### config.mk
export PLATFORM = sky130hd
export DESIGN_NAME = sum_accumulator_16b
export DESIGN_NICKNAME = d
export VERILOG_FILES = /design/src/rtl/sum_accumulator_16b.sv
export SDC_FILE = /design/constraint.sdc
export NUM_CORES = 1
export LEC_CHECK = 0
export ABC_CLOCK_PERIOD_IN_PS = 7600
export CORE_UTILIZATION = 30
export CTS_BUF_LIST = sky130_fd_sc_hd__clkbuf_4 sky130_fd_sc_hd__clkbuf_8 sky130_fd_sc_hd__clkbuf_16
export DETAILED_ROUTE_END_ITERATION = 8
export PLACE_DENSITY = 0.56
export SYNTH_ARGS = -nofsm -noshare
export SYNTH_HDL_FRONTEND = slang
export SYNTH_SLANG_ARGS = --single-unit
export TNS_END_PERCENT = 100
### constraint.sdc
create_clock -name clk -period 7.6 [get_ports clk]
set_clock_uncertainty 0.05 [all_clocks]
set_input_delay 1.52 -clock clk [delete_from_list [all_inputs] [get_ports clk]]
set_output_delay 1.52 -clock clk [all_outputs]
set_load 0.1 [all_outputs]
### src/rtl/sum_accumulator_16b.sv
// Batch accumulator for 16-bit adder results.
// A batch opens with start/len in IDLE, then takes len results ({cout, sum},
// zero-extended) through an in_valid/in_ready handshake. The total, with a
// sticky wrap flag, is held in DONE until the downstream block takes it.
//
// Ports:
//   clk, rst_n         clock, asynchronous active-low reset
//   start, len         open a batch of len results (sampled in IDLE only)
//   in_valid, in_ready upstream handshake; in_ready is high only in ACCUM
//   in_sum, in_cout    17-bit operand from the upstream adder
//   acc                running and final total, ACC_W bits
//   acc_valid          final total presented (DONE)
//   acc_ready          downstream takes the total
//   ovf                accumulator wrapped during the current batch (sticky)
//   busy               state is not IDLE
module sum_accumulator_16b #(
  parameter int unsigned ACC_W = 24,
  parameter int unsigned LEN_W = 8
) (
  input  logic             clk,
  input  logic             rst_n,
  input  logic             start,
  input  logic [LEN_W-1:0] len,
  input  logic             in_valid,
  input  logic [15:0]      in_sum,
  input  logic             in_cout,
  output logic             in_ready,
  output logic [ACC_W-1:0] acc,
  output logic             acc_valid,
  input  logic             acc_ready,
  output logic             ovf,
  output logic             busy
);

  localparam int unsigned SUM_W = ACC_W + 1;

  typedef enum logic [1:0] {
    IDLE  = 2'd0,
    ACCUM = 2'd1,
    DONE  = 2'd2
  } state_t;

  state_t           state;
  logic [LEN_W-1:0] cnt;
  logic [SUM_W-1:0] sum_ext;

  // Unmodded sum; its MSB marks a wrap of the ACC_W-bit accumulator.
  assign sum_ext = SUM_W'(acc) + SUM_W'({in_cout, in_sum});

  // Handshake/status flags are plain decodes of the state register.
  assign in_ready  = (state == ACCUM);
  assign acc_valid = (state == DONE);
  assign busy      = (state != IDLE);

  // Batch control and accumulation.
  always_ff @(posedge clk or negedge rst_n) begin
    if (!rst_n) begin
      state <= IDLE;
      acc   <= '0;
      cnt   <= '0;
      ovf   <= 1'b0;
    end else begin
      case (state)
        IDLE: begin
          if (start) begin
            acc <= '0;
            ovf <= 1'b0;
            cnt <= len;
            if (len != '0) begin
              state <= ACCUM;
            end else begin
              state <= DONE;
            end
          end
        end
        ACCUM: begin
          if (in_valid) begin
            acc <= sum_ext[ACC_W-1:0];
            if (sum_ext[ACC_W]) begin
              ovf <= 1'b1;
            end
            cnt <= cnt - LEN_W'(1);
            if (cnt == LEN_W'(1)) begin
              state <= DONE;
            end
          end
        end
        DONE: begin
          // Start seen on this edge is dropped: one IDLE cycle between batches.
          if (acc_ready) begin
            state <= IDLE;
          end
        end
        default: begin
          state <= IDLE;
        end
      endcase
    end
  end

endmodule

==> summary.md <==
| Metric | Value |
|---|---|
| Grt ovf | 0 |
| Clk buf depth | 2 |
| Worst setup EP type | register |
| Hold-fix buffers, CTS | 0 |
| Placed Instances | approximately 450 |
| Worst setup SP type | input port |
| Fin crit period | roughly 4200 ps |
| Die W | around 96 µm |
| Fin cells | 460 |
| IO buf count | between 50 and 60 |
| Finished Cell Area | 0.00337 mm² |
| Synthesized Nets | around 350 |
| Hold crit path type | register to register |
| Slowest CP cell | and2_1 |
| Resized Gates After CTS | 0 |
| Via count | around 2400 |
| Worst setup margin | ~3400 ps |
| Initial antenna violation count | 0 |
| Sequential area share after synthesis | roughly 33% |
| Clk pin slew, worst setup/hold paths | 80 ps |
| Placed Area | ~0.0033 mm² |
| Post-synth EDFFs | 0 |
| Gpl congestion | 0.909 |
| Tightest Pin Transition | ~1100 ps |
| Final ANT Viol Nets | 0 |
| CTS tree | yes |
| Die Ht | around 96 µm |
| Crit-path cells | clkdlybuf4s50_1, or3b_1, and2_1, nor3_2, and3_1, mux2_4, a211oi_2 |
| P&R area growth vs syn | 28.1% |
| Total GRT Usage | 15.8% |
| Crit path largest cell delay | ~940 ps |
| Layout cell share with drive strength beyond 1 | under 10% |
| Max Clk Rate | around 0.24 GHz |
| Remaining DRCs | 0 |
| Fin. Hold Viols | 0 |
| Area of the core | about 0.0083 mm² |
| Cells after Synth | slightly above 300 |
| Routed WL | between 6000 and 7000 µm |
| Inserted Clock Buffers | 5 |
| Post-synth ARST share | 100% |
| CTS H-Tree Depth | 2 |
| Outcome | complete, no violations |
| Largest fanout on the critical path | 30 |
| Rows | 33 |
| Register Area | ~900 µm² |
| Peak VDD IR | approximately 0.14 mV |
| Diode count | 0 |
| Ys flop type | dfrtp_1 |
| Dpl ws | slightly above 3000 ps |
| Drt wl/cell | ~15 µm |
| Fill count | 850 |
| Final period utilization | between 50% and 60% |
| Area of the multi-input gates | approximately 0.0017 mm² |
| Leakage power | roughly 1.5 nW |
| Post-DR vias/cell | approximately 5.3 |
| Share of the synthesized area in the top cell type | roughly 33% |
| Initial Util | 31.6% |
| RSZ-0062 raised after global routing | false |
| Area contributors post-synth | dfrtp_1 33%, ha_1 9.0%, o21ai_0 5.5% |
| Largest net degree at the start of global routing | 36 |
| 1st-pass router iterations | 4 |
| Synth Area per Inst | 8.69 µm² |
| Die area | 0.00915 mm² |
| Setup violations, final | 0 |
| Rel. slew slack | 27.6% |
| Crit path DAT | about 4400 ps |
| Worst EP required | 7760 ps |
| Ys Warns | 0 |
| Placed wire-length estimate | 5080 µm |
| Max cap viols | 0 |
| Clock latency on the worst-skew pair | between 200 and 300 ps |
| Fin util | between 40% and 50% |
| Number of library cell types mapped by synthesis | 54 |
| CTS root buf | clkbuf_8 |
| Critical path class | input port to register |
| Nets@finish | just over 400 |
| Clock sinks | 35 |
| Final setup TNS | 0 ps |
| First-pass GRT wire length | between 10000 and 15000 µm |
| Initial DRC count | 72 |
| Area leader, netlist | dfrtp_1 |
| Vias in the first global route | between 2000 and 2500 |
| Post-Syn Area | ~0.0026 mm² |
| Slew Viols, Final | 0 |
| PD cells | around 430 mW/mm² |
| Postcts setup bufs | 0 |
| # IOs | 58 |
| Flops & latches, synth | 35 |
==> cell families after synthesis <==
group | synth area share, %
flip-flops | 33.3
XOR/XNOR | 3.99
AO/OA/AOI/OAI | 26.0
AND/OR/NAND/NOR | 20.1
buffers and inverters | 3.66
adder cells (fa/ha/maj) | 9.79
multiplexers | 3.23
==> metrics by stage <==
| step | power [mW] | hold slack, ps |
|---|---|---|
| 2_1_floorplan | 1.09 | 421 |
| 3_3_place_gp | 1.31 | 450 |
| 3_5_place_dp | 1.31 | 445 |
| 4_1_cts | 1.46 | 468 |
| 5_1_grt | 1.55 | 501 |
| 6_report | 1.45 | 466 |
==> report_power, final <==
| part | leakage, nW | switching, mW | internal, mW |
|---|---|---|---|
| logic | 1.02 | 0.691 | 0.308 |
| registers | 0.450 | 0.0607 | 0.252 |
| clock network | 0.0446 | 0.0709 | 0.0677 |
| total | 1.52 | 0.822 | 0.628 |
==> synthesized netlist by cell type (2+ instances only) <==
master / n
a21o_1: 10
a21oi_1: 19
nor3_2: 2
buf_2: 5
nor3_1: 5
nor4_1: 2
nor2_1: 19
o21ai_0: 29
o211ai_1: 2
a31o_2: 3
mux2i_1: 7
and3_1: 3
a22oi_1: 3
and2_1: 4
a211o_1: 3
o21bai_1: 2
inv_1: 9
nor2b_1: 4
nand4_1: 4
nand3_1: 11
nand2b_1: 6
a22o_1: 5
or3_1: 3
xnor2_1: 7
nand2_1: 35
o31ai_1: 3
a31oi_1: 4
dfrtp_1: 35
ha_1: 19
nor3b_1: 2
xor2_1: 5
clkbuf_1: 8
o2111a_1: 3
a221oi_1: 2
==> worst paths after layout <==
| check | slack (ps) | endpoint | start | cells after the start |
|---|---|---|---|---|
| setup reg to reg | 4690 | acc[22]$_DFFE_PN0P_ | state[0]$_DFFE_PN0P_ | 6 |
| min in group asynchronous | 1610 | acc[12]$_DFFE_PN0P_ | rst_n | 2 |
| max in group asynchronous | 5570 | acc[4]$_DFFE_PN0P_ | rst_n | 2 |
| setup / recovery | 3410 | acc[22]$_DFFE_PN0P_ | start | 7 |
| hold / removal | 470 | cnt[7]$_DFFE_PN0P_ | cnt[7]$_DFFE_PN0P_ | 2 |
| hold reg to reg | 470 | cnt[7]$_DFFE_PN0P_ | cnt[7]$_DFFE_PN0P_ | 2 |
==> worst max-delay path, delay by kind of cell <==
kind                   cells  cell delay (ps)
AOI/OAI and AO/OA          1              190
muxes                      1              270
and+or+nand+nor            4             1930
buffers and inverters      1              430
==> per-layer routing <==
layer  wire [µm]  vias up  part of all wire [%]  GRT usage (%)
met1        3450     1140                    50           22.2
met5           0        -                     0              0
met2        3020       60                    44           24.9
met3         324        5                   4.7           2.39
met4          61        0                  0.89           4.60
li1            -     1213                     -              -
==> sequential cells by signal (all words and copies together), names as in the netlist <==
name   cells
state      2
ovf        1
acc       24
cnt        8
==> placed cells by master, fill, tap and decap left out, drive strengths merged, types with 4 or more instances in the layout <==
master / instances
clkdlybuf4s50: 57
xor2: 5
and2: 4
nand2: 35
nand3: 11
nand2b: 6
xnor2: 7
nor2b: 4
nor2: 19
a21o: 10
dfrtp: 35
mux2i: 7
clkbuf: 6
o21ai: 29
nor3: 7
a21oi: 19
nand4: 4
ha: 19
inv: 10
a22o: 5
a31oi: 5
==> layout make-up <==
class | instances | share of cell area [%]
Inverter | 10 | 1.11
Multi-Input combinational cell | 244 | 49.2
Tap cell | 105 | 3.90
Clock buffer | 6 | 2.26
Clock inverter | 2 | 0.371
Timing Repair Buffer | 58 | 17.1
Sequential cell | 35 | 26.0
(Power assumes the default switching activity.)
